`config.mk`:
```
export PLATFORM = sky130hd
export DESIGN_NAME = bus_arbiter_flat
export DESIGN_NICKNAME = d
export VERILOG_FILES = /design/src/rtl/bus_arbiter_if.sv /design/src/rtl/bus_arbiter.sv /design/src/flat_wrapper.sv
export SDC_FILE = /design/constraint.sdc
export NUM_CORES = 1
export LEC_CHECK = 0
export BUFFER_PORTS_ARGS = -buffer_cell sky130_fd_sc_hd__buf_2
export CAP_MARGIN = 20
export CORE_AREA = 3 3 120 122
export DETAILED_ROUTE_END_ITERATION = 12
export DIE_AREA = 0 0 123 125
export GPL_TIMING_DRIVEN = 0
export SYNTH_ARGS = -nofsm -noshare
export SYNTH_HDL_FRONTEND = slang
export SYNTH_SLANG_ARGS = --single-unit
```
`constraint.sdc`:
```
create_clock -name clk -period 3.93 [get_ports clk]
set_clock_uncertainty 0.1 [all_clocks]
set_input_delay 0.1965 -clock clk [delete_from_list [all_inputs] [get_ports clk]]
set_output_delay 0.1965 -clock clk [all_outputs]
set_load 0.005 [all_outputs]
```
`src/rtl/bus_arbiter_if.sv`:
```
// Request/response link shared by the CPU, the DMA engine and the slave decode:
// valid/addr/wdata/wstrb travel towards the slave, ready/rdata travel back.
interface bus_arbiter_if;
    logic        valid;
    logic [31:0] addr;
    logic [31:0] wdata;
    logic [3:0]  wstrb;
    logic        ready;
    logic [31:0] rdata;

    modport master (
        output valid,
        output addr,
        output wdata,
        output wstrb,
        input  ready,
        input  rdata
    );

    modport slave (
        input  valid,
        input  addr,
        input  wdata,
        input  wstrb,
        output ready,
        output rdata
    );
endinterface

```
`src/rtl/bus_arbiter.sv`:
```
// Round-robin arbiter sharing one slave bus between the CPU and a DMA engine.
// Each grant is held until the slave responds, the owner aborts, or the watchdog fires.
module bus_arbiter #(
    parameter int unsigned TIMEOUT_CYCLES = 256,
    parameter logic [31:0] ERR_RDATA      = 32'h0
) (
    input  logic          clk,
    input  logic          reset_n,
    bus_arbiter_if.slave  cpu,
    bus_arbiter_if.slave  dma,
    bus_arbiter_if.master bus,
    output logic          bus_owner,
    output logic          timeout_err
);

    typedef enum logic [1:0] {
        IDLE,
        BUSY,
        RESP
    } state_t;

    localparam bit          WD_EN   = (TIMEOUT_CYCLES != 0);
    localparam logic [15:0] WD_LAST = 16'(TIMEOUT_CYCLES - 1);

    state_t      state, state_next;
    logic        owner, owner_next;
    logic        last_grant, last_grant_next;
    logic [15:0] wd_cnt, wd_cnt_next;
    logic [31:0] resp_rdata, resp_rdata_next;
    logic        grant;
    logic        wd_hit;

    logic        own_valid;
    logic [31:0] own_addr;
    logic [31:0] own_wdata;
    logic [3:0]  own_wstrb;

    assign own_valid = owner ? dma.valid : cpu.valid;
    assign own_addr  = owner ? dma.addr  : cpu.addr;
    assign own_wdata = owner ? dma.wdata : cpu.wdata;
    assign own_wstrb = owner ? dma.wstrb : cpu.wstrb;

    assign wd_hit = WD_EN && (wd_cnt == WD_LAST);

    always_ff @(posedge clk) begin
        if (!reset_n) begin
            state      <= IDLE;
            owner      <= 1'b0;
            last_grant <= 1'b1;
            wd_cnt     <= 16'h0;
            resp_rdata <= 32'h0;
        end else begin
            state      <= state_next;
            owner      <= owner_next;
            last_grant <= last_grant_next;
            wd_cnt     <= wd_cnt_next;
            resp_rdata <= resp_rdata_next;
        end
    end

    // A slave response in the watchdog's final cycle wins over the timeout.
    always_comb begin
        state_next      = state;
        owner_next      = owner;
        last_grant_next = last_grant;
        wd_cnt_next     = wd_cnt;
        resp_rdata_next = resp_rdata;
        grant           = 1'b0;
        timeout_err     = 1'b0;

        case (state)
            IDLE: begin
                if (cpu.valid || dma.valid) begin
                    grant           = (cpu.valid && dma.valid) ? !last_grant : dma.valid;
                    owner_next      = grant;
                    last_grant_next = grant;
                    wd_cnt_next     = 16'h0;
                    state_next      = BUSY;
                end
            end
            BUSY: begin
                if (!own_valid) begin
                    state_next = IDLE;
                end else if (bus.ready) begin
                    resp_rdata_next = bus.rdata;
                    state_next      = RESP;
                end else if (wd_hit) begin
                    resp_rdata_next = ERR_RDATA;
                    timeout_err     = 1'b1;
                    state_next      = RESP;
                end else if (WD_EN) begin
                    wd_cnt_next = wd_cnt + 16'd1;
                end
            end
            RESP: begin
                state_next = IDLE;
            end
            default: begin
                state_next = IDLE;
            end
        endcase
    end

    // Master responses come only from registered state, never straight from bus.ready.
    always_comb begin
        bus.valid = 1'b0;
        bus.addr  = 32'h0;
        bus.wdata = 32'h0;
        bus.wstrb = 4'h0;
        cpu.ready = 1'b0;
        cpu.rdata = 32'h0;
        dma.ready = 1'b0;
        dma.rdata = 32'h0;
        bus_owner = 1'b0;

        case (state)
            BUSY: begin
                bus.valid = own_valid;
                bus.addr  = own_addr;
                bus.wdata = own_wdata;
                bus.wstrb = own_valid ? own_wstrb : 4'h0;
                bus_owner = owner;
            end
            RESP: begin
                bus_owner = owner;
                if (owner) begin
                    dma.ready = 1'b1;
                    dma.rdata = resp_rdata;
                end else begin
                    cpu.ready = 1'b1;
                    cpu.rdata = resp_rdata;
                end
            end
            default: begin
            end
        endcase
    end

endmodule
```
`src/flat_wrapper.sv`:
```
// flat-port wrapper written by rule: the top's interface ports become plain ports
module bus_arbiter_flat 
#(
    parameter int unsigned TIMEOUT_CYCLES = 256,
    parameter logic [31:0] ERR_RDATA      = 32'h0
)
  (clk, reset_n, bus_owner, timeout_err, cpu_valid, cpu_addr, cpu_wdata, cpu_wstrb, cpu_ready, cpu_rdata, dma_valid, dma_addr, dma_wdata, dma_wstrb, dma_ready, dma_rdata, bus_valid, bus_addr, bus_wdata, bus_wstrb, bus_ready, bus_rdata);
  bus_arbiter_if cpu_i ();
  bus_arbiter_if dma_i ();
  bus_arbiter_if bus_i ();
  input  logic clk;
  input  logic reset_n;
  output logic bus_owner;
  output logic timeout_err;
  input wire logic [$bits(cpu_i.valid)-1:0] cpu_valid;
  input wire logic [$bits(cpu_i.addr)-1:0] cpu_addr;
  input wire logic [$bits(cpu_i.wdata)-1:0] cpu_wdata;
  input wire logic [$bits(cpu_i.wstrb)-1:0] cpu_wstrb;
  output wire logic [$bits(cpu_i.ready)-1:0] cpu_ready;
  output wire logic [$bits(cpu_i.rdata)-1:0] cpu_rdata;
  input wire logic [$bits(dma_i.valid)-1:0] dma_valid;
  input wire logic [$bits(dma_i.addr)-1:0] dma_addr;
  input wire logic [$bits(dma_i.wdata)-1:0] dma_wdata;
  input wire logic [$bits(dma_i.wstrb)-1:0] dma_wstrb;
  output wire logic [$bits(dma_i.ready)-1:0] dma_ready;
  output wire logic [$bits(dma_i.rdata)-1:0] dma_rdata;
  output wire logic [$bits(bus_i.valid)-1:0] bus_valid;
  output wire logic [$bits(bus_i.addr)-1:0] bus_addr;
  output wire logic [$bits(bus_i.wdata)-1:0] bus_wdata;
  output wire logic [$bits(bus_i.wstrb)-1:0] bus_wstrb;
  input wire logic [$bits(bus_i.ready)-1:0] bus_ready;
  input wire logic [$bits(bus_i.rdata)-1:0] bus_rdata;
  assign cpu_i.valid = cpu_valid;
  assign cpu_i.addr = cpu_addr;
  assign cpu_i.wdata = cpu_wdata;
  assign cpu_i.wstrb = cpu_wstrb;
  assign cpu_ready = cpu_i.ready;
  assign cpu_rdata = cpu_i.rdata;
  assign dma_i.valid = dma_valid;
  assign dma_i.addr = dma_addr;
  assign dma_i.wdata = dma_wdata;
  assign dma_i.wstrb = dma_wstrb;
  assign dma_ready = dma_i.ready;
  assign dma_rdata = dma_i.rdata;
  assign bus_valid = bus_i.valid;
  assign bus_addr = bus_i.addr;
  assign bus_wdata = bus_i.wdata;
  assign bus_wstrb = bus_i.wstrb;
  assign bus_i.ready = bus_ready;
  assign bus_i.rdata = bus_rdata;
  bus_arbiter #(.TIMEOUT_CYCLES(TIMEOUT_CYCLES), .ERR_RDATA(ERR_RDATA)) u_core (.clk(clk), .reset_n(reset_n), .cpu(cpu_i), .dma(dma_i), .bus(bus_i), .bus_owner(bus_owner), .timeout_err(timeout_err));
endmodule
```
== Yosys cells after proc, flatten, opt, wreduce, memory -nomap -nowiden ==
Cells that the tools add are included.
Word-level totals
  flip-flop bits (word level): 52
  bits of input ports: 173
  output and inout bits: 137
  word-level logic and storage cells: 60
Operators by class
  add/subtract/negate cells: 1
  eq/ne operators: 8
  mux-type cells: 35
  reductions and logical operators: 11
Operators with widths (number)
  2-to-1 mux 32 bit: 10
  2-to-1 mux 16 bit: 4
  one-hot mux 16 bit (2 select lines): 1
  adder 16 x 1 -> 16 bit (second input constant): 1
  equality test 16 x 8 -> 1 bit (second input constant): 1
  2-to-1 mux 1 bit: 12
  2-to-1 mux 4 bit: 3
  2-to-1 mux 2 bit: 4
  AND reduction 5 bit: 1
  != test 2 x 1 -> 1 bit (second input constant): 2
  != test 2 bit (second input constant): 2
  != test 4 x 3 -> 1 bit (second input constant): 1
  one-hot mux 2 bit (2 select lines): 1
  AND reduction 2 bit: 2
  nonzero test 2 bit: 2
  AND reduction 3 bit: 1
  equality test 2 x 1 -> 1 bit (second input constant): 1
  equality test 2 bit (second input constant): 1
  zero test 2 bit: 1
  OR reduction 2 bit: 1
  logical AND 1 bit: 1
  zero test 1 bit: 1
  logical OR 1 bit: 1

== Logic depth before layout (Yosys ltp) ==
Gate-level depths: netlist of run 1.
  depth in word-level cells: 5
  depth in mapped cells: 8
  gate-level depth less buffers: 6

== Worst setup path after synthesis of run 1 ==
No wires, ideal clock.
  path type: register -> register
  from: register u_core.wd_cnt[11]
  to: register u_core.resp_rdata[0]
  setup time: 117 ps
  data arrival time: 1876 ps
  required time: 3713 ps
  slack: 1837 ps
  cell stages (with the launch flop): 6
  buffers on the path: 1
  clock period less this slack: 2093 ps
  cells stage by stage: dfxtp_1 or4_4 o41a_1 o21a_4 buf_6 a22o_1
On the way
  cells in the longest elaborated chain, start to end: 3
Ends and longest elaborated chain
  start, declared: RTL line bus_arbiter.sv:28  | logic [15:0] wd_cnt, wd_cnt_next;
  start signal, assigned: RTL line bus_arbiter.sv:56  | wd_cnt <= wd_cnt_next;
  equality test 16 x 8 -> 1 bit: RTL line bus_arbiter.sv:43  | assign wd_hit = WD_EN && (wd_cnt == WD_LAST);
  nonzero test 2 bit (no line)
  AND reduction 3 bit (no line)
  end signal, assigned: RTL line bus_arbiter.sv:57  | resp_rdata <= resp_rdata_next;
  end, declared: RTL line bus_arbiter.sv:29  | logic [31:0] resp_rdata, resp_rdata_next;
Every way passes these cells.
A chain may end at the register's enable or synchronous reset.

== Worst setup path in the final report of run 1 ==
  from: register u_core.owner
  to: output port bus_wdata[12]
On the way
  cells in the longest elaborated chain, start to end: 2
Ends and longest elaborated chain
  start, declared: RTL line bus_arbiter.sv:26  | logic owner, owner_next;
  start signal, assigned: RTL line bus_arbiter.sv:54  | owner <= owner_next;
  2-to-1 mux 32 bit: RTL line bus_arbiter.sv:40  | assign own_wdata = owner ? dma.wdata : cpu.wdata;
  2-to-1 mux 32 bit: RTL line bus_arbiter.sv:116  | case (state)
  end, declared: RTL line flat_wrapper.sv:29  | output wire logic [$bits(bus_i.wdata)-1:0] bus_wdata;
Every way passes these cells.

==> metrics.yaml, run 1 <==
power.ir.vdd_worst_v: 0.000267
globalRouteTotalUtil_pct: 19.1
synthesis.area_per_instance_um2: 8.50
critPathMaxFanout: 10
combinational_share_of_power_pct: 35.8
placed_cell_area_mm2: 0.00557
hold_violations: 0
synth_mux_area_share_pct: 18.4
final_cell_area_mm2: 0.00573
power.leakage_nw: 2.98
cts_resized: 0
vias: 4480
timing.critical_path.required_ns: 3.63
holdBufCountCts: 0
post-route-drc-count: 0
clock_path_buffers: 2
yosys.cell_count.top_type: "sky130_fd_sc_hd__mux2i_1"
max_slew_margin_pct: 49.2
tritoncts: "built"
coreArea_mm2: 0.0133
cts_setup_buffers: 0
htreeDepth: 2
place.gp.congestion: 0.884
finalCoreUtilization_pct: 43.1
synthArstFlopShare_pct: 0
synth-compound-area-share_pct: 16.1
initial_utilization_pct: 28.6
xor_xnor_fraction_of_synth_area_pct: 0
grt_overflow: 0
yosys-top-cells-area: "sky130_fd_sc_hd__dfxtp_1 27%, sky130_fd_sc_hd__mux2i_1 18%, sky130_fd_sc_hd__nor2b_1 11%, sky130_fd_sc_hd__a22o_1 7.4%, sky130_fd_sc_hd__and3_1 6.6%"
drv_cap: 0
run_status: "finished clean"
detail_route.iter0.violations: 172
max_freq_mhz: 346
use_met2_pct: 33.6
netlist_area_mm2: 0.00381
num-nets-final: 942
period_needed_ns: 2.89
synth_ff_type: "sky130_fd_sc_hd__dfxtp_1"
count_of_flip_flops_with_a_built_in_enable_after_synthesis: 0
simple_logic_cell_fraction_of_the_synthesized_area_pct: 31.3
timing.setup.tns_ns: 0
fillerInstances: 1411
setup.worst_path.start: "u_core.owner"
drive_gt1_share_pct: 42.2
fp.dieH_um: 125
worst_setup_start_kind: "flip-flop"
post_drt_via_cell_ratio: 4.74
final_report_max_slew_violation_count: 0
grt_start_max_net_pins: 17
postSynthNetCount: 626
groute.layer.met1.usage_pct: 24.1
worstPathArrival_ns: 2.59
rsz0062_at_grt: "no"
reg2regPathDepth: 7
num_io_pins: 310
power_per_cell_area_mw_per_mm2: 269
place.detailed.hpwl_um: 13400
clock_tree.root_cell: "sky130_fd_sc_hd__clkbuf_16"
synth_commonest_cells: "70 x sky130_fd_sc_hd__mux2i_1, 68 x sky130_fd_sc_hd__nor2b_1, 52 x sky130_fd_sc_hd__dfxtp_1"
clock_insertion_delay_worst_skew_ns: 0.28
detail_route.wl_per_cell_um: 16.9
worstHoldPathType: "in -> reg"
power.switching_fraction_pct: 31.6
synth.ff_latch_count: 52
final.period_utilization_pct: 73.5
post_synth_fa_ha_maj_area_fraction_pct: 1.64
yosys.area.top_type: "sky130_fd_sc_hd__dfxtp_1"
reg2reg_to: "u_core.resp_rdata[8]"
design.die.area_mm2: 0.0154
grt_antenna_before_repair: 4
die_width_um: 123
clock_power_share_pct: 27.9
yosys_warnings: 0
path_class: "reg -> out"
clkSlewWorstSetupHoldPaths_ns: 0.07
switching_power_w: 0.000486
synth_top_area_share_pct: 27.4
max_slew.worst_pin.slew_ns: 0.756
crit-reg2reg-launch: "u_core.state[1]"
synthesis.instances: 448
number_of_cts_inserted_buffers: 5
power.internal_w: 0.00105
yosys.cell_types.count: 42
core.rowCount: 42
grt_first_pass_wirelength_um: 23600
ys_seq_area_share_pct: 27.4
ant_nets: 0
groute.layer.met3.usage_pct: 3.43
placement.io_buffers: 309
area_growth_pct: 50.4
grt_busiest_layer: "met2"
tritoncts_num_sinks: 52
setup_violations: 0
drt-pass1-iter-count: 4
seq_power_share_pct: 36.4
synth_top_family_by_area: "simple AND/OR/NAND/NOR gates"
first_global_vias: 4334
detail_route.wirelength_um: 16000
critPathCaptureType: "output port"
crit_end: "bus_wdata[12]"
regToRegSetupSlack_ns: 1.19
cell usage in the layout, fill, tap and decap left out, types with 6 or more instances in the layout:
master / Yosys / layout
sky130_fd_sc_hd__buf_2: 1 / 310
sky130_fd_sc_hd__inv_1: 9 / 9
sky130_fd_sc_hd__and3_1: 40 / 40
sky130_fd_sc_hd__a22o_1: 32 / 32
sky130_fd_sc_hd__dfxtp_1: 52 / 52
sky130_fd_sc_hd__clkbuf_1: 27 / 28
sky130_fd_sc_hd__buf_1: 6 / 6
sky130_fd_sc_hd__nor2b_1: 68 / 68
sky130_fd_sc_hd__mux2i_1: 70 / 70
sky130_fd_sc_hd__nor2_1: 8 / 8
sky130_fd_sc_hd__a41oi_1: 6 / 6
sky130_fd_sc_hd__a21oi_1: 6 / 6
sky130_fd_sc_hd__nand2_1: 12 / 12
sky130_fd_sc_hd__and2_1: 37 / 37
sky130_fd_sc_hd__a31oi_1: 13 / 13
power by group through the flow:
stage / Sequential, W / Combinational, W / Clock (W)
after floorplan: 0.000568 / 0.000303 / 0
after global placement: 0.000573 / 0.000553 / 0
after detailed placement: 0.000572 / 0.000555 / 0
after CTS: 0.000560 / 0.000557 / 0.000441
after global routing: 0.000563 / 0.000611 / 0.000465
final: 0.000561 / 0.000551 / 0.000429
per-layer routing:
metal | vias up | routed length, µm | part of all wire, %
met5 | - | 0 | 0
met2 | 156 | 7870 | 49
met3 | 12 | 1200 | 7.5
met1 | 2064 | 6640 | 42
li1 | 2248 | - | -
met4 | 0 | 248 | 1.6
registers in the layout (all words and copies together) (netlist names):
name               count
u_core.state           2
u_core.owner           1
u_core.wd_cnt         16
u_core.resp_rdata     32
u_core.last_grant      1
stage by stage:
step,hold WS (ns),power (W),setup slack (ns),instances
CTS,0.0107,0.00156,0.980,941
global placement,0.306,0.00113,1.11,933
floorplan,0.222,0.000870,1.84,448
global route,0.0155,0.00164,0.784,945
finish,0.0126,0.00154,1.04,945
detailed placement,0.308,0.00113,1.12,933
worst min-delay path by stage:
stage / start / end / slack [ns] / cells after the start
finish: bus_rdata[6] / u_core.resp_rdata[6] / 0.01 / 2
global route: bus_rdata[18] / u_core.resp_rdata[18] / 0.02 / 2
CTS: bus_rdata[31] / u_core.resp_rdata[31] / 0.01 / 2
detailed placement: bus_rdata[31] / u_core.resp_rdata[31] / 0.31 / 2
global placement: bus_rdata[29] / u_core.resp_rdata[29] / 0.31 / 2
floorplan: bus_rdata[0] / u_core.resp_rdata[0] / 0.22 / 1
cell type report:
class                   instances  area, µm²  area share [%]
repair buffers                309       1550            27.0
multi-input cells             350       2570            44.9
plain buffers                  37        163            2.84
diodes                          4       10.0           0.175
clock buffers                   6        129            2.25
clock inverters                 2       13.8           0.240
flip-flops and latches         52       1040            18.2
well taps                     176        220            3.85
inverters                       9       33.8           0.590
cells by family after synthesis:
family	Yosys count
and+or+nand+nor	195
buffers and inverters	46
DFF	52
adders and majority gates	5
AOI/OAI and AO/OA	80
muxes	70
worst max-delay path: stages, from the launching register on:
cell	delay, ns
sky130_fd_sc_hd__dfxtp_1	0.31
sky130_fd_sc_hd__clkbuf_1	0.25
sky130_fd_sc_hd__clkbuf_1	0.61
sky130_fd_sc_hd__buf_1	0.64
sky130_fd_sc_hd__mux2i_1	0.17
sky130_fd_sc_hd__nor2b_1	0.19
sky130_fd_sc_hd__buf_2	0.14
Note: power is estimated with default switching activity, not from simulation.
==> inputs of run 2 (changes only) <==
==> constraint.sdc (replaced) <==
create_clock -name clk -period 2.3 [get_ports clk]
set_clock_uncertainty 0.1 [all_clocks]
set_input_delay 0.115 -clock clk [delete_from_list [all_inputs] [get_ports clk]]
set_output_delay 0.115 -clock clk [all_outputs]
set_load 0.005 [all_outputs]
==> run 2 against run 1 <==
Net effect:
- power increased by 75%
- largest cell class unchanged
- die area unchanged
- count of clock-buffer cells in the layout unchanged
- via count increased by 4.4%
- critical path depth decreased by 1
- non-clock buffer count increased by 32
- flip-flop and latch count unchanged
- combinational power increased by 83%
- register-to-register slack got worse by 1.1 ns
- global-route usage increased by 0.75 points
- final area increased by 7.0%
- critical path type is now reg -> reg
- setup slack got worse by 0.99 ns
==> metrics.yaml, run 2 (synthesized netlist as in run 1, its figures left out) <==
run_status: "finished clean"
final_common_cell: "sky130_fd_sc_hd__buf_2"
first_global_vias: 4541
power_per_cell_area_mw_per_mm2: 441
tritoncts: "built"
regToRegSetupSlack_ns: 0.05
grt_overflow: 0
drt-pass1-iter-count: 4
critical_path.slowest_cell: "sky130_fd_sc_hd__or4_4"
worstHoldPathType: "in -> reg"
htreeDepth: 2
hold_violations: 0
final.period_utilization_pct: 97.8
placed_cell_area_mm2: 0.00557
clock_tree.root_cell: "sky130_fd_sc_hd__clkbuf_16"
worstPathArrival_ns: 2.33
power.leakage_nw: 3.20
power.ir.vdd_worst_v: 0.000455
whs_endpoint: "u_core.last_grant"
path_class: "reg -> reg"
num_io_pins: 310
final_cell_area_mm2: 0.00613
initial_utilization_pct: 28.6
min-delay-start: "dma_valid"
place.detailed.hpwl_um: 13400
grt_start_max_net_pins: 17
die_width_um: 123
number_of_cts_inserted_buffers: 5
number_of_flip_flops_under_the_largest_register_name: 32
drive_gt1_share_pct: 44.5
num-nets-final: 974
tritoncts_num_sinks: 52
max_slew.worst_pin.slew_ns: 0.696
max_freq_mhz: 444
area_growth_pct: 61.0
min_path_cells: 3
cp_top_family: "compound AO/OA/AOI/OAI gates"
clock_path_buffers: 2
grt_antenna_before_repair: 4
crit-reg2reg-launch: "u_core.wd_cnt[8]"
place_inst: 933
coreArea_mm2: 0.0133
core.rowCount: 42
detail_route.iter0.violations: 184
placement.io_buffers: 309
ff_latch_area_mm2: 0.00104
post_drt_via_cell_ratio: 4.79
most-common-layout-cells: "313 x sky130_fd_sc_hd__buf_2, 69 x sky130_fd_sc_hd__mux2i_1, 67 x sky130_fd_sc_hd__nor2b_1"
place.gp.congestion: 0.884
slowest_delay_ns: 0.54
vias: 4679
clkSlewWorstSetupHoldPaths_ns: 0.07
detail_route.wirelength_um: 16600
clock_insertion_delay_worst_skew_ns: 0.28
fp.dieH_um: 125
design.die.area_mm2: 0.0154
detail_route.wl_per_cell_um: 16.9
fillerInstances: 1354
cell_breakdown_of_the_critical_path: "or4_4 -> o41a_1 -> o21a_4 -> buf_6 -> a22o_1"
timing.critical_path.required_ns: 2.38
area_of_combinational_cells_with_multiple_inputs_mm2: 0.00261
reg2reg_to: "u_core.resp_rdata[13]"
setup_violations: 0
critPathCaptureType: "flip-flop"
post-route-drc-count: 0
max_slew_margin_pct: 53.6
grt_first_pass_wirelength_um: 24600
reg2regPathDepth: 5
final_report_max_slew_violation_count: 0
rsz0062_at_grt: "yes"
regMostFlops: "u_core.resp_rdata"
worst_setup_start_kind: "flip-flop"
critPathMaxFanout: 10
fin_hold_ws_ns: 0.0672
reg_top3: "u_core.resp_rdata (32), u_core.wd_cnt (16), u_core.state (2)"
ant_nets: 0
worst-path-buf-inv: 1
drv_cap: 0
period_needed_ns: 2.25
globalRouteTotalUtil_pct: 19.8
final_cells: 977
## run 2: cell types whose count changed in the layout (fill, tap and decap cells not counted), moves of 2 or more
cell / previous run / this run
sky130_fd_sc_hd__buf_4: 0 / 3
sky130_fd_sc_hd__clkbuf_2: 0 / 16
sky130_fd_sc_hd__buf_1: 6 / 4
sky130_fd_sc_hd__dlygate4sd3_1: 0 / 32
sky130_fd_sc_hd__clkbuf_1: 28 / 6
sky130_fd_sc_hd__buf_2: 310 / 313
sky130_fd_sc_hd__clkbuf_4: 0 / 2
## run 2: cell type report
| class | instances | area share (%) |
|---|---|---|
| Multi-Input combinational cell | 350 | 42.5 |
| Timing Repair Buffer | 343 | 30.7 |
| Sequential cell | 52 | 17.0 |
| Tap cell | 176 | 3.59 |
| Buffer | 35 | 3.10 |
| Clock buffer | 6 | 2.10 |
| Inverter | 9 | 0.551 |
| Clock inverter | 2 | 0.225 |
| Antenna cell | 4 | 0.163 |
## run 2: worst max-delay path by stage
stage                           start               endpoint  slack (ns)  cells after the start
finish               u_core.wd_cnt[8]  u_core.resp_rdata[13]        0.05                      5
floorplan           u_core.wd_cnt[11]   u_core.resp_rdata[0]        0.21                      5
CTS                      u_core.owner              bus_valid       0.002                      5
global placement      u_core.state[1]   u_core.resp_rdata[8]       -0.52                      7
detailed placement    u_core.state[1]   u_core.resp_rdata[6]       -0.51                      7
global route          u_core.state[1]          bus_wdata[12]      -0.008                      7
## run 2: routing by layer
layer  global-route usage [%]  share of wire, %  wire length, µm
met2                     35.6                50             8270
met4                     4.17               1.7              274
met3                     3.43               7.1             1170
met5                        0                 0                0
met1                     24.6                41             6840
## run 2: worst min-delay path, stage by stage
cell and delay, ns:
sky130_fd_sc_hd__buf_2 0.12, sky130_fd_sc_hd__nand2_1 0.08, sky130_fd_sc_hd__o211ai_1 0.08
## run 2: repair_timing
item | in CTS | in global routing
pin swaps | 2 | 1
buffers inserted | 1 | 1
gates resized for setup | 22 | 23
endpoints found under the setup margin | 120 | 129
endpoints found under the hold margin | 32 | 0
hold buffers | 32 | 0
cloned | 0 | 0
## run 2: where the power goes
part	internal, W	switching, W	total, W
logic	0.000513	0.000492	0.00101
clock network	0.000406	0.000328	0.000735
registers	0.000935	0.0000277	0.000962
total	0.00185	0.000848	0.00270
## run 2: metrics by stage
stage | setup WS (ns) | util, % | power, W | TNS, ns
5_1_grt | -0.00831 | 46.1 | 0.00287 | -0.0119
2_1_floorplan | 0.207 | - | 0.00149 | 0
4_1_cts | 0.00201 | 45.8 | 0.00272 | 0
6_report | 0.0502 | 46.1 | 0.00270 | 0
3_5_place_dp | -0.506 | 41.9 | 0.00193 | -25.16
3_3_place_gp | -0.520 | 41.9 | 0.00192 | -29.14
==> inputs of run 3 (changes only) <==
--- a/config.mk
+++ b/config.mk
@@ -5,12 +5,14 @@
 export SDC_FILE = /design/constraint.sdc
 export NUM_CORES = 1
 export LEC_CHECK = 0
+export ABC_AREA = 1
 export BUFFER_PORTS_ARGS = -buffer_cell sky130_fd_sc_hd__buf_2
 export CAP_MARGIN = 20
-export CORE_AREA = 3 3 120 122
+export CORE_AREA = 3 3 118 120
 export DETAILED_ROUTE_END_ITERATION = 12
-export DIE_AREA = 0 0 123 125
+export DIE_AREA = 0 0 121 123
 export GPL_TIMING_DRIVEN = 0
+export PLACE_DENSITY = 0.66
 export SYNTH_ARGS = -nofsm -noshare
 export SYNTH_HDL_FRONTEND = slang
 export SYNTH_SLANG_ARGS = --single-unit
==> constraint.sdc (replaced) <==
create_clock -name clk -period 2.3 [get_ports clk]
set_clock_uncertainty 0.1 [all_clocks]
set_input_delay 0.46 -clock clk [delete_from_list [all_inputs] [get_ports clk]]
set_output_delay 0.46 -clock clk [all_outputs]
set_load 0.005 [all_outputs]
==> run 3 against run 2 <==
Net effect:
- critical path depth up 2
- clock power up 2%
- fmax about the same
- critical path type is now reg -> out
- die area down 3.2%
- first-iteration DRC count up 55%
- highest routed layer unchanged
- via count up 18%
==> metrics.yaml, run 3 <==
grt_antenna_before_repair: 4
clock_power_share_pct: 26.7
xor_xnor_fraction_of_synth_area_pct: 0
simple_logic_cell_fraction_of_the_synthesized_area_pct: 43.7
power.ir.vdd_worst_v: 0.000318
globalRouteTotalUtil_pct: 20.7
yosys.area.top_type: "sky130_fd_sc_hd__dfxtp_1"
reg2regPathDepth: 10
reg_top3: "u_core.resp_rdata (32), u_core.wd_cnt (16), u_core.state (2)"
regMostFlops: "u_core.resp_rdata"
postSynthNetCount: 884
drive_gt1_share_pct: 36.7
finalCoreUtilization_pct: 44.9
switching_power_w: 0.000999
initial_utilization_pct: 29.8
grt_start_max_net_pins: 17
seq_power_share_pct: 36.1
place.gp.congestion: 0.926
synth_top_area_share_pct: 26.7
most-common-layout-cells: "322 x sky130_fd_sc_hd__buf_2, 233 x sky130_fd_sc_hd__nor2_1, 137 x sky130_fd_sc_hd__nand2_1"
max_slew_margin_pct: 58.2
yosys.cell_types.count: 27
htreeDepth: 2
synth-compound-area-share_pct: 16.5
num-nets-final: 1201
critPathCaptureType: "output port"
ys_seq_area_share_pct: 26.7
first_global_vias: 4928
ant_nets: 0
setup_violations: 0
synthArstFlopShare_pct: 0
tritoncts: "built"
worstHoldPathType: "in -> reg"
detail_route.wirelength_um: 17100
grt_overflow: 0
synth_top_family_by_area: "simple AND/OR/NAND/NOR gates"
worstPathArrival_ns: 1.69
final_report_max_slew_violation_count: 0
design.die.area_mm2: 0.0149
fp.dieH_um: 123
run_status: "finished clean"
power.internal_w: 0.00180
fin_hold_ws_ns: 0.313
place.detailed.hpwl_um: 14000
synthesis.area_per_instance_um2: 5.52
clock_tree.root_cell: "sky130_fd_sc_hd__clkbuf_16"
path_class: "reg -> out"
power.leakage_nw: 3.06
tritoncts_num_sinks: 52
count_of_flip_flops_with_a_built_in_enable_after_synthesis: 0
final.period_utilization_pct: 97.7
number_of_flip_flops_under_the_largest_register_name: 32
synth_commonest_cells: "233 x sky130_fd_sc_hd__nor2_1, 140 x sky130_fd_sc_hd__nand2_1, 69 x sky130_fd_sc_hd__o21ai_0"
power.switching_fraction_pct: 35.7
yosys-top-cells-area: "sky130_fd_sc_hd__dfxtp_1 27%, sky130_fd_sc_hd__nor2_1 22%, sky130_fd_sc_hd__nand2_1 13%, sky130_fd_sc_hd__o21ai_0 8.9%, sky130_fd_sc_hd__inv_1 5.9%"
min_path_cells: 3
clock_insertion_delay_worst_skew_ns: 0.29
yosys_warnings: 0
max_slew.worst_pin.slew_ns: 0.627
synth_mux_area_share_pct: 0
final_common_cell: "sky130_fd_sc_hd__buf_2"
worst_setup_start_kind: "flip-flop"
number_of_cts_inserted_buffers: 5
placement.io_buffers: 309
num_io_pins: 310
fillerInstances: 1477
period_needed_ns: 2.25
post_drt_via_cell_ratio: 4.59
core.rowCount: 42
synthesis.instances: 706
clock_path_buffers: 2
regToRegSetupSlack_ns: 0.21
hold_violations: 0
yosys.cell_count.top_type: "sky130_fd_sc_hd__nor2_1"
die_width_um: 121
clkSlewWorstSetupHoldPaths_ns: 0.07
post-route-drc-count: 0
detail_route.wl_per_cell_um: 14.2
holdBufCountCts: 0
synth.ff_latch_count: 52
max_freq_mhz: 445
power_per_cell_area_mw_per_mm2: 477
coreArea_mm2: 0.0131
synth_ff_type: "sky130_fd_sc_hd__dfxtp_1"
vias: 5525
critPathMaxFanout: 10
combinational_share_of_power_pct: 37.2
rsz0062_at_grt: "yes"
post_synth_fa_ha_maj_area_fraction_pct: 1.61
drt-pass1-iter-count: 7
netlist_area_mm2: 0.00389
grt_first_pass_wirelength_um: 24700
drv_cap: 0
detail_route.iter0.violations: 285
area_growth_pct: 50.9
timing.critical_path.required_ns: 1.74
run 3: cell count changes in the layout (fill, tap and decap cells not counted), moves of 52 or more:
| cell | previous run | this run |
|---|---|---|
| sky130_fd_sc_hd__mux2i_1 | 69 | 0 |
| sky130_fd_sc_hd__nor2_1 | 7 | 233 |
| sky130_fd_sc_hd__inv_1 | 9 | 61 |
| sky130_fd_sc_hd__o21ai_0 | 2 | 69 |
| sky130_fd_sc_hd__nor2b_1 | 67 | 0 |
| sky130_fd_sc_hd__nand2_1 | 12 | 137 |
run 3: cell families after synthesis:
family                     after synthesis
and+or+nand+nor                        421
AOI/OAI and AO/OA                      121
DFF                                     52
buffers and inverters                  107
adders and majority gates                5
run 3: stage by stage:
| step | setup WS, ns | TNS [ns] | total power, W | cells | cell area (µm²) |
|---|---|---|---|---|---|
| 2_1_floorplan | 0.588 | 0 | 0.00159 | 706 | 3890 |
| 3_3_place_gp | 0.136 | 0 | 0.00204 | 1191 | 5660 |
| 3_5_place_dp | 0.102 | 0 | 0.00205 | 1191 | 5660 |
| 4_1_cts | 0.00253 | 0 | 0.00281 | 1199 | 5840 |
| 5_1_grt | -0.0290 | -0.101 | 0.00298 | 1204 | 5880 |
| 6_report | 0.0522 | 0 | 0.00280 | 1204 | 5880 |
run 3: timing repair:
action,4_1_cts,5_1_grt
buffers inserted,0,1
pin swaps,0,1
setup endpoints to repair,96,56
gates resized for setup,20,19
run 3: area by class of cell:
type | count | area [µm²] | area share [%]
clock inverter | 2 | 13.8 | 0.234
inverter | 63 | 239 | 4.07
buffer | 44 | 239 | 4.07
multi-input combinational | 547 | 2430 | 41.3
sequential | 52 | 1040 | 17.8
antenna | 4 | 10.0 | 0.170
timing repair buffer | 310 | 1550 | 26.4
tap | 176 | 220 | 3.75
clock buffer | 6 | 129 | 2.19
run 3: final timing paths:
| check | start | to |
|---|---|---|
| max | u_core.state[1] | bus_addr[13] |
| min | bus_rdata[25] | u_core.resp_rdata[25] |
| max reg2reg | u_core.state[1] | u_core.wd_cnt[4] |
| min reg2reg | u_core.resp_rdata[21] | u_core.resp_rdata[21] |
run 3: per-layer routing:
| metal | vias to the layer above | share of wire (%) | global-route usage (%) |
|---|---|---|---|
| li1 | 2825 | - | - |
| met1 | 2465 | 40 | 24.0 |
| met2 | 212 | 50 | 38.1 |
| met3 | 23 | 8.0 | 4.25 |
| met4 | 0 | 2.3 | 6.44 |
| met5 | - | 0 | 0 |
run 3: power by group through the flow:
stage | Sequential, W | Clock [W] | Combinational, W
floorplan | 0.00101 | 0 | 0.000572
global placement | 0.00103 | 0 | 0.00101
detailed placement | 0.00103 | 0 | 0.00102
CTS | 0.00101 | 0.000764 | 0.00104
global route | 0.00102 | 0.000793 | 0.00117
finish | 0.00101 | 0.000749 | 0.00104
run 3: worst max-delay path, stage by stage (launching register included):
cell	delay [ns]
sky130_fd_sc_hd__dfxtp_1	0.32
sky130_fd_sc_hd__inv_1	0.11
sky130_fd_sc_hd__ha_1	0.17
sky130_fd_sc_hd__buf_6	0.16
sky130_fd_sc_hd__buf_2	0.20
sky130_fd_sc_hd__o21ai_0	0.10
sky130_fd_sc_hd__nor2_1	0.17
sky130_fd_sc_hd__buf_2	0.15
